`config.mk`:
```
export PLATFORM = sky130hd
export DESIGN_NAME = riscv_crypto_fu_subword_seq
export DESIGN_NICKNAME = d
export VERILOG_FILES = /design/src/rtl/riscv_crypto_fu_subword_seq_pkg.sv /design/src/rtl/riscv_crypto_aes_sm4_sbox.sv /design/src/rtl/riscv_crypto_sm4_linear.sv /design/src/rtl/riscv_crypto_fu_subword_seq.sv
export SDC_FILE = /design/constraint.sdc
export NUM_CORES = 2
export LEC_CHECK = 0
export CAP_MARGIN = 20
export CORE_UTILIZATION = 55
export CTS_CLUSTER_DIAMETER = 120
export DETAILED_ROUTE_END_ITERATION = 10
export PLACE_DENSITY = 0.75
export SLEW_MARGIN = 20
export SYNTH_ARGS = -nofsm -noshare
export SYNTH_HDL_FRONTEND = slang
export SYNTH_SLANG_ARGS = --single-unit
```
`constraint.sdc`:
```
create_clock -name g_clk -period 38.8 [get_ports g_clk]
set_clock_uncertainty 0.05 [all_clocks]
set_input_delay 5.82 -clock g_clk [delete_from_list [all_inputs] [get_ports g_clk]]
set_output_delay 5.82 -clock g_clk [all_outputs]
set_load 0.05 [all_outputs]
```
`src/rtl/riscv_crypto_fu_subword_seq_pkg.sv`:
```
// rtl/riscv_crypto_fu_subword_seq_pkg.sv - op/state encodings and S-box helper functions for the SubWord sequencer
package riscv_crypto_fu_subword_seq_pkg;

  localparam logic [2:0] SUBW_AES_FWD = 3'd0;
  localparam logic [2:0] SUBW_AES_INV = 3'd1;
  localparam logic [2:0] SUBW_SM4     = 3'd2;
  localparam logic [2:0] SUBW_SM4_ED  = 3'd3;
  localparam logic [2:0] SUBW_SM4_KS  = 3'd4;

  localparam logic [1:0] ST_IDLE = 2'd0;
  localparam logic [1:0] ST_BUSY = 2'd1;
  localparam logic [1:0] ST_DONE = 2'd2;

  // Entry 0 sits in the most significant byte.
  localparam logic [2047:0] SM4_SBOX = {
    128'hD690E9FECCE13DB716B614C228FB2C05,
    128'h2B679A762ABE04C3AA44132649860699,
    128'h9C4250F491EF987A33540B43EDCFAC62,
    128'hE4B31CA9C908E89580DF94FA758F3FA6,
    128'h4707A7FCF37317BA83593C19E6854FA8,
    128'h686B81B27164DA8BF8EB0F4B70569D35,
    128'h1E240E5E6358D1A225227C3B01217887,
    128'hD40046579FD327524C3602E7A0C4C89E,
    128'hEABF8AD240C738B5A3F7F2CEF96115A1,
    128'hE0AE5DA49B341A55AD933230F58CB1E3,
    128'h1DF6E22E8266CA60C02923AB0D534E6F,
    128'hD5DB3745DEFD8E2F03FF6A726D6C5B51,
    128'h8D1BAF92BBDDBC7F11D95C411F105AD8,
    128'h0AC13188A5CD7BBD2D74D012B8E5B4B0,
    128'h8969974A0C96777E65B9F109C56EC684,
    128'h18F07DEC3ADC4D2079EE5F3ED7CB3948
  };

  function automatic logic [7:0] rotl8(input logic [7:0] x, input int n);
    return 8'((x << n) | (x >> (8 - n)));
  endfunction

  function automatic logic [7:0] gf_mul(input logic [7:0] a, input logic [7:0] b);
    logic [7:0] p;
    logic [7:0] x;
    p = 8'h00;
    x = a;
    for (int i = 0; i < 8; i++) begin
      if (b[i]) p = p ^ x;
      x = {x[6:0], 1'b0} ^ (x[7] ? 8'h1b : 8'h00);
    end
    return p;
  endfunction

  // a^254 in GF(2^8); maps zero to zero as the AES S-box requires.
  function automatic logic [7:0] gf_inv(input logic [7:0] a);
    logic [7:0] r;
    logic [7:0] p;
    r = 8'h01;
    p = a;
    for (int i = 1; i < 8; i++) begin
      p = gf_mul(p, p);
      r = gf_mul(r, p);
    end
    return r;
  endfunction

  function automatic logic [7:0] aes_fwd(input logic [7:0] a);
    logic [7:0] i;
    i = gf_inv(a);
    return i ^ rotl8(i, 1) ^ rotl8(i, 2) ^ rotl8(i, 3) ^ rotl8(i, 4) ^ 8'h63;
  endfunction

  function automatic logic [7:0] aes_inv(input logic [7:0] s);
    return gf_inv(rotl8(s, 1) ^ rotl8(s, 3) ^ rotl8(s, 6) ^ 8'h05);
  endfunction

  function automatic logic [7:0] sm4_sub(input logic [7:0] a);
    return SM4_SBOX[{~a, 3'b111} -: 8];
  endfunction

endpackage

```
`src/rtl/riscv_crypto_aes_sm4_sbox.sv`:
```
// rtl/riscv_crypto_aes_sm4_sbox.sv - combined AES forward/inverse and SM4 byte S-box
module riscv_crypto_aes_sm4_sbox
  import riscv_crypto_fu_subword_seq_pkg::*;
(
  input  logic       aes,
  input  logic       dec,
  input  logic       sm4,
  input  logic [7:0] din,
  output logic [7:0] dout
);

  always_comb begin
    dout = 8'h00;
    if (sm4) begin
      dout = sm4_sub(din);
    end else if (aes) begin
      dout = dec ? aes_inv(din) : aes_fwd(din);
    end
  end

endmodule

```
`src/rtl/riscv_crypto_sm4_linear.sv`:
```
// rtl/riscv_crypto_sm4_linear.sv - SM4 linear layers L (encrypt/decrypt) and L' (key schedule)
module riscv_crypto_sm4_linear (
  input  logic        ks,
  input  logic [31:0] din,
  output logic [31:0] dout
);

  function automatic logic [31:0] rotl32(input logic [31:0] x, input int n);
    return 32'((x << n) | (x >> (32 - n)));
  endfunction

  assign dout = ks ? (din ^ rotl32(din, 13) ^ rotl32(din, 23))
                   : (din ^ rotl32(din, 2) ^ rotl32(din, 10) ^ rotl32(din, 18) ^ rotl32(din, 24));

endmodule

```
`src/rtl/riscv_crypto_fu_subword_seq.sv`:
```
// rtl/riscv_crypto_fu_subword_seq.sv - multi-cycle SubWord sequencer sharing SBOX_PER_CYCLE S-boxes
module riscv_crypto_fu_subword_seq
  import riscv_crypto_fu_subword_seq_pkg::*;
#(
  parameter int SBOX_PER_CYCLE = 1
) (
  input  logic        g_clk,
  input  logic        g_reset,
  input  logic        in_valid,
  output logic        in_ready,
  input  logic [2:0]  in_op,
  input  logic [31:0] in_rs1,
  input  logic        flush,
  output logic        out_valid,
  input  logic        out_ready,
  output logic [31:0] out_rd,
  output logic        out_err
);

  localparam int NBEATS = 4 / SBOX_PER_CYCLE;

  logic [1:0]  state;
  logic [1:0]  idx;
  logic [31:0] work;
  logic [2:0]  op_q;
  logic [7:0]  sb_in  [SBOX_PER_CYCLE];
  logic [7:0]  sb_out [SBOX_PER_CYCLE];
  logic [31:0] merged;
  logic [31:0] lin_out;
  logic [31:0] result;
  logic        op_aes, op_dec, op_sm4, op_ks, op_lin, op_rsvd, last_beat;

  assign op_rsvd   = op_q > SUBW_SM4_KS;
  assign op_aes    = (op_q == SUBW_AES_FWD) || (op_q == SUBW_AES_INV);
  assign op_dec    = op_q == SUBW_AES_INV;
  assign op_ks     = op_q == SUBW_SM4_KS;
  assign op_lin    = (op_q == SUBW_SM4_ED) || op_ks;
  assign op_sm4    = (op_q == SUBW_SM4) || op_lin;
  assign last_beat = idx == 2'((NBEATS - 1) * SBOX_PER_CYCLE);

  assign in_ready  = (state == ST_IDLE) && !flush;
  assign out_valid = state == ST_DONE;

  for (genvar g = 0; g < SBOX_PER_CYCLE; g++) begin : g_sbox
    logic [1:0] lane;
    assign lane     = idx + 2'(g);
    assign sb_in[g] = work[{lane, 3'b000} +: 8];
    riscv_crypto_aes_sm4_sbox u_sbox (
      .aes  (op_aes),
      .dec  (op_dec),
      .sm4  (op_sm4),
      .din  (sb_in[g]),
      .dout (sb_out[g])
    );
  end

  // Current beat's S-box bytes are folded in so the last beat can finish without an extra cycle.
  always_comb begin
    merged = work;
    for (int g = 0; g < SBOX_PER_CYCLE; g++) begin
      merged[{idx + 2'(g), 3'b000} +: 8] = sb_out[g];
    end
  end

  riscv_crypto_sm4_linear u_linear (
    .ks   (op_ks),
    .din  (merged),
    .dout (lin_out)
  );

  assign result = op_lin ? lin_out : merged;

  always_ff @(posedge g_clk or posedge g_reset) begin
    if (g_reset) begin
      state   <= ST_IDLE;
      idx     <= 2'd0;
      work    <= 32'h0;
      op_q    <= 3'd0;
      out_rd  <= 32'h0;
      out_err <= 1'b0;
    end else begin
      case (state)
        ST_IDLE: begin
          if (in_valid && in_ready) begin
            state <= ST_BUSY;
            idx   <= 2'd0;
            work  <= in_rs1;
            op_q  <= in_op;
          end
        end
        ST_BUSY: begin
          if (flush) begin
            state <= ST_IDLE;
          end else if (op_rsvd) begin
            state   <= ST_DONE;
            out_rd  <= 32'h0;
            out_err <= 1'b1;
          end else begin
            work <= merged;
            idx  <= idx + 2'(SBOX_PER_CYCLE);
            if (last_beat) begin
              state   <= ST_DONE;
              out_rd  <= result;
              out_err <= 1'b0;
            end
          end
        end
        ST_DONE: begin
          if (flush || out_ready) state <= ST_IDLE;
        end
        default: state <= ST_IDLE;
      endcase
    end
  end

endmodule

```
Word-level counts from Yosys, hierarchy flattened

Cells that the tools add are included.

Bitwise operators: 407
Reduce and logical (&&, ||, !) cells: 15
Shift operators: 4
Equality and inequality tests: 12
Order comparisons: 1
$add $sub $neg: 2
Mux-type cells: 876

Operators with widths:

| operator                   | count |
|---|---|
| $mux 8                     | 659 |
| $xor 8x8->8                | 370 |
| $shiftx 2055x12->8 const A | 1 |
| $mux 5                     | 184 |
| $mux 32                    | 7 |
| $xor 32x32->32             | 6 |
| $pmux 32 s2                | 1 |
| $bwmux 32                  | 1 |
| $or 32x10->32              | 1 |
| $or 32x13->32              | 1 |
| $or 32x18->32              | 1 |
| $or 32x2->32               | 1 |
| $or 32x23->32              | 1 |
| $or 32x24->32              | 1 |
| $shift 8x7->32 const A     | 1 |
| $shiftx 32x6->8            | 1 |
| $shiftx 8x7->32            | 1 |
| $mux 2                     | 10 |
| $or 8x1->8                 | 2 |
| $or 8x3->8                 | 2 |
| $not 1->1                  | 15 |
| $mux 7                     | 2 |
| $mux 6                     | 2 |
| $mux 4                     | 2 |
| 30 further kinds           | 44 |

Output and inout bits: 35
Logic and storage cells: 1,323
Flip-flop bits (word level): 72
Input port bits: 40

Logic depth before layout (Yosys ltp)

Depth after elaboration: 269
Depth in mapped cells: 80
Depth with buffers taken out: 65

Cells and area by module

From an unflattened synthesis, not the netlist that was laid out.

Cells, all modules: 4,899
Area total of the unflattened synthesis: 36,774.0 um^2

By module, submodules not included:

| module                      | area an instance (um^2) | times used | cells each | seq. area each (um^2) |
|---|---|---|---|---|
| riscv_crypto_aes_sm4_sbox   | 30,799.5                | 1          | 4,266      | 0.0 |
| riscv_crypto_fu_subword_seq | 4,296.6                 | 1          | 415        | 1,801.7 |
| riscv_crypto_sm4_linear     | 1,677.9                 | 1          | 218        | 0.0 |

Least setup slack after synthesis

Ideal clock, no wire load.

Path type: register to register
Start point: register idx[1]
End point: register out_rd[12]
Path slack: 20.907 ns
Stages on the path, launching flop included: 78
Path buffers: 16
Setup time: 0.121 ns
Arrival time: 17.722 ns
Cell sequence: dfrtp_1 -> buf_4 -> mux2_2 -> mux2i_4 -> inv_2 -> buf_2 -> buf_1 -> ha_1 -> nand2_1 -> xnor2_1 -> inv_2 -> buf_4 -> buf_4 -> ha_1 -> clkbuf_1 -> nand2_1 -> xor2_1 -> nor2_1 -> (+42 left out) -> a21oi_1 -> a211oi_1 -> or2_1 -> a311oi_2 -> nand4_1 -> a31oi_2 -> xor2_2 -> a211oi_1 -> a311oi_1 -> xnor3_2 -> xnor3_1 -> o21ai_2 -> a22oi_2 -> xnor2_1 -> xor2_1 -> xnor2_1 -> nand3_1 -> a22o_1

Word-level cells in the longest chain between the ends: 269
Elaborated cells between the ends (all ways): 1,260
Classes of those cells: add/sub: 1; eq/ne: 1; shift: 4; mux: 860; bitwise: 392; reduce/logical: 2

RTL lines:

| what                         | line                                  | RTL |
|---|---|---|
| from (decl)                  | riscv_crypto_fu_subword_seq.sv:23     | `logic [1:0] idx;` |
| from (signal assigned)       | riscv_crypto_fu_subword_seq.sv:100    | `idx <= idx + 2'(SBOX_PER_CYCLE);` |
| $shiftx 32x6->8              | riscv_crypto_fu_subword_seq.sv:47     | `assign sb_in[g] = work[{lane, 3'b000} +: 8];` |
| $mux 8                       | riscv_crypto_fu_subword_seq_pkg.sv:44 | `if (b[i]) p = p ^ x;` |
| $mux 8                       | riscv_crypto_aes_sm4_sbox.sv:16       | `end else if (aes) begin` |
| $mux 8                       | riscv_crypto_aes_sm4_sbox.sv:14       | `if (sm4) begin` |
| $xor 8x8->8                  | riscv_crypto_fu_subword_seq_pkg.sv:44 |  |
| $mux 8                       | riscv_crypto_fu_subword_seq_pkg.sv:44 |  |
| $mux 8                       | riscv_crypto_aes_sm4_sbox.sv:16       |  |
| $mux 8                       | riscv_crypto_aes_sm4_sbox.sv:14       |  |
| (+250 left out)              | --                                    |  |
| $shiftx 8x7->32              | riscv_crypto_fu_subword_seq.sv:61     | `merged[{idx + 2'(g), 3'b000} +: 8] = sb_out[g];` |
| $bwmux 32                    | riscv_crypto_fu_subword_seq.sv:61     |  |
| $or 32x2->32                 | riscv_crypto_sm4_linear.sv:9          | `return 32'((x << n) \| (x >> (32 - n)));` |
| $xor 32x32->32 (4 in series) | riscv_crypto_sm4_linear.sv:13         | `: (din ^ rotl32(din, 2) ^ rotl32(din, 10) ^ rotl32(din, 18) ^ rotl32(din, 24));` |
| $mux 32                      | riscv_crypto_sm4_linear.sv:12         | `assign dout = ks ? (din ^ rotl32(din, 13) ^ rotl32(din, 23))` |
| $mux 32                      | riscv_crypto_fu_subword_seq.sv:71     | `assign result = op_lin ? lin_out : merged;` |
| $mux 32                      | riscv_crypto_fu_subword_seq.sv:101    | `if (last_beat) begin` |
| $mux 32                      | riscv_crypto_fu_subword_seq.sv:94     | `end else if (op_rsvd) begin` |
| to (signal assigned)         | riscv_crypto_fu_subword_seq.sv:103    | `out_rd <= result;` |
| to (decl)                    | riscv_crypto_fu_subword_seq.sv:16     | `output logic [31:0] out_rd,` |

Several ways; a longest one is shown, not always the timed one. The select of a mux whose other input is x is not followed.
A chain may end at the register's enable or synchronous reset.

Final worst setup path

Start point: register idx[1]
End point: register out_rd[0]

The elaborated chain is that of the path after synthesis.

==> run_results.csv <==
group,metric,value,unit
layout,final_common_cell,"xnor2_1",
outcome,status,"finished clean",
clock_tree,cts_sinks,72,
worst_setup_path,reg2reg_slack,16.92,ns
global_route,grt_usage,32.9,%
detailed_routing,drt_iter0_drc,4902,
die,ios,75,
detailed_routing,firstDrtPassIters,10,
worst_setup_path,slowest_delay,0.85,ns
run,max_cap_violations,0,
timing,grt_setup_unrepaired,"no",
worst_setup_path,cp_max_fo,30,
layout,diodes,0,
die,core_area,67200,um2
timing,timing.hold.ws,0.430,ns
worst_setup_path,required,38.98,ns
die,die_h,262,um
layout,drive_gt1_share,9.12,%
die,start_util,55.5,%
timing,setup_viol,0,
worst_setup_path,path_buf_inv,5,
detailed_routing,vias,37692,
clock_tree,insertion_delay,0.35,ns
min_path,hp-start,"out_rd[2]",
worst_setup_path,endpoint_kind,"flip-flop",
layout,nets,5023,
detailed_routing,wl,118,mm
clock_tree,ctsLongestPathBuffers,2,
detailed_routing,routed_via_density,6.47,
worst_setup_path,r2r_cells,64,
layout,syn_to_final_growth,4.69,%
placement,gp_congestion,1.00,
layout,final_cells,5827,
yosys,ys_ff_latch,72,
yosys,synth_flop_cell,"dfrtp_1",
worst_setup_path,cp-start-kind,"flip-flop",
clock_tree,cts_buffers,9,
timing,fin_setup_tns,0,ns
placement,portBuffers,74,
worst_setup_path,crit_top_cell,"xnor2_1",
worst_setup_path,crit_slowest_cell,"xnor2_2",
clock_tree,root_buffer,"clkbuf_16",
worst_setup_path,critPathKind,"reg -> reg",
timing,maxSlewViolCount,0,
clock_tree,cts_resized,0,
clock_tree,clk_pin_slew,0.06,ns
die,rows,95,
yosys,synth.avg_cell_area,7.34,um2
timing,fmax,0.0457,GHz
timing,relSlewSlack,25.8,%
placement,dp_hpwl,84.8,mm
detailed_routing,drtAntennaViolNets,0,
timing,worst_slew_pin_slew,1.11,ns
min_path,min_path_type,"reg -> reg",
yosys,syn-instance-count,5080,
detailed_routing,remaining_drc_errors,0,
worst_setup_path,timing.rr.start,"idx[1]",
yosys,syn_area,37300,um2
die,die_w,262,um
global_route,grt_pass1_vias,34313,
min_path,hold-path-cell-count,2,
yosys,synth-seq-area-share,4.83,%
yosys,synthArstFlopShare,100,%
timing,min_period,21.88,ns
worst_setup_path,worstSetupStartpoint,"idx[1]",
clock_tree,cts_tree,"yes",
timing,hold_violations,0,
worst_setup_path,r2r_end,"out_rd[0]",
clock_tree,h-tree-depth,3,
global_route,antenna_found_initial,0,
min_path,hold_end,"out_rd[2]",
global_route,grt_max_degree,74,
layout,final_cell_mix,"938 x xnor2_1, 675 x nor2_1, 536 x nand2_1",
detailed_routing,wire_per_inst,20.3,um
worst_setup_path,cp_top_family,"XOR/XNOR gates",
clock_tree,ctsHoldBuffers,0,
layout,fill_cells,6200,
timing,final.period_utilization,56.4,%
global_route,grt_remaining_overflow,0,
yosys,ys_types,125,
global_route,grt_pass1_wl,190,mm
yosys,synth_nets,5154,
clock_tree,postCtsSetupBuffers,0,
yosys,yosysWarnings,0,
placement,dp_cells,5810,
yosys,synth_edf_count,0,
worst_setup_path,critPathArrivalTime,22.06,ns
die,dieArea,68800,um2
==> worst max path at each step <==
stage	to	cells after the start	slack (ns)
final	out_rd[0]	64	16.92
after global routing	out_rd[0]	64	15.51
after CTS	out_rd[0]	64	17.34
after detailed placement	out_rd[0]	64	17.41
after global placement	out_rd[0]	64	17.81
after floorplan	out_rd[12]	77	20.91
==> cells by family (layout without fill, tap and decap cells) <==
| group | Yosys count | after routing | share of synthesized area, % |
|---|---|---|---|
| simple gates | 1711 | 1711 | 20.0 |
| xor+xnor | 1423 | 1423 | 41.5 |
| compound gates | 1268 | 1268 | 22.8 |
| buf+inv | 412 | 286 | 4.87 |
| mux | 159 | 159 | 4.79 |
| flops | 72 | 72 | 4.83 |
| fa+ha+maj | 35 | 35 | 1.17 |
==> cell usage after synthesis (25+ instances only) <==
cell        n  area (um2)
xnor2_1   951        8330
nor2_1    676        2540
nand2_1   536        2010
a21oi_1   310        1550
o21ai_0   254        1270
xor2_1    228        2000
clkbuf_1  211         792
nand3_1   134         671
nor3_1    127         636
xnor3_1   113        2540
mux2i_1   109        1090
dfrtp_1    72        1800
buf_2      69         345
xnor2_2    62        1010
o211ai_1   61         458
o21ai_1    60         300
o22ai_1    56         350
a211oi_1   52         390
a31oi_1    50         313
nor2b_1    40         250
buf_1      38         143
inv_1      36         135
ha_1       34         425
mux2_2     34         383
a221oi_1   31         272
a311oi_1   31         272
a22oi_1    29         218
o31ai_1    29         218
buf_4      28         210
and3_1     25         156
o221ai_1   25         219
==> worst register-to-register path: cells and delay by family (launching register included) <==
| family | cells | cell delay (ns) |
|---|---|---|
| compound gates | 12 | 2.77 |
| simple gates | 18 | 5.23 |
| flops | 1 | 0.32 |
| fa+ha+maj | 3 | 1.49 |
| buf+inv | 5 | 1.70 |
| xor+xnor | 23 | 8.90 |
| mux | 3 | 1.33 |
==> flip-flops by register name, indices dropped and copies added, names as in the netlist <==
| name | count |
|---|---|
| out_rd | 32 |
| work | 32 |
| op_q | 3 |
| idx | 2 |
| state | 2 |
| out_err | 1 |
==> cell type report <==
type                    count  area, um2  area share [%]
multi-input cells        4596      33800            86.7
flip-flops and latches     72       1800            4.62
repair buffers            214       1790            4.58
well taps                 873       1090            2.80
clock buffers               9        225           0.577
inverters                  56        220           0.564
clock inverters             7       71.3           0.183
==> routing by layer <==
layer,share of wire (%),global-route usage [%],vias to the layer above
met4,3.8,11.5,0
met3,9.5,4.09,366
li1,-,-,17554
met2,44,52.0,2170
met5,0,0,-
met1,42,46.0,17602
==> stage by stage <==
stage / util [%] / worst slack, ns / area, um2
5_1_grt: 58.1 / 15.51 / 39000
6_report: 58.1 / 16.92 / 39000
3_5_place_dp: 57.7 / 17.41 / 38700
4_1_cts: 58.1 / 17.34 / 39000
2_1_floorplan: - / 20.91 / 37300
3_3_place_gp: 57.7 / 17.81 / 38700
Power is not shown: default switching activity piles up to over one toggle a cycle in this logic, so the estimate is an artifact.
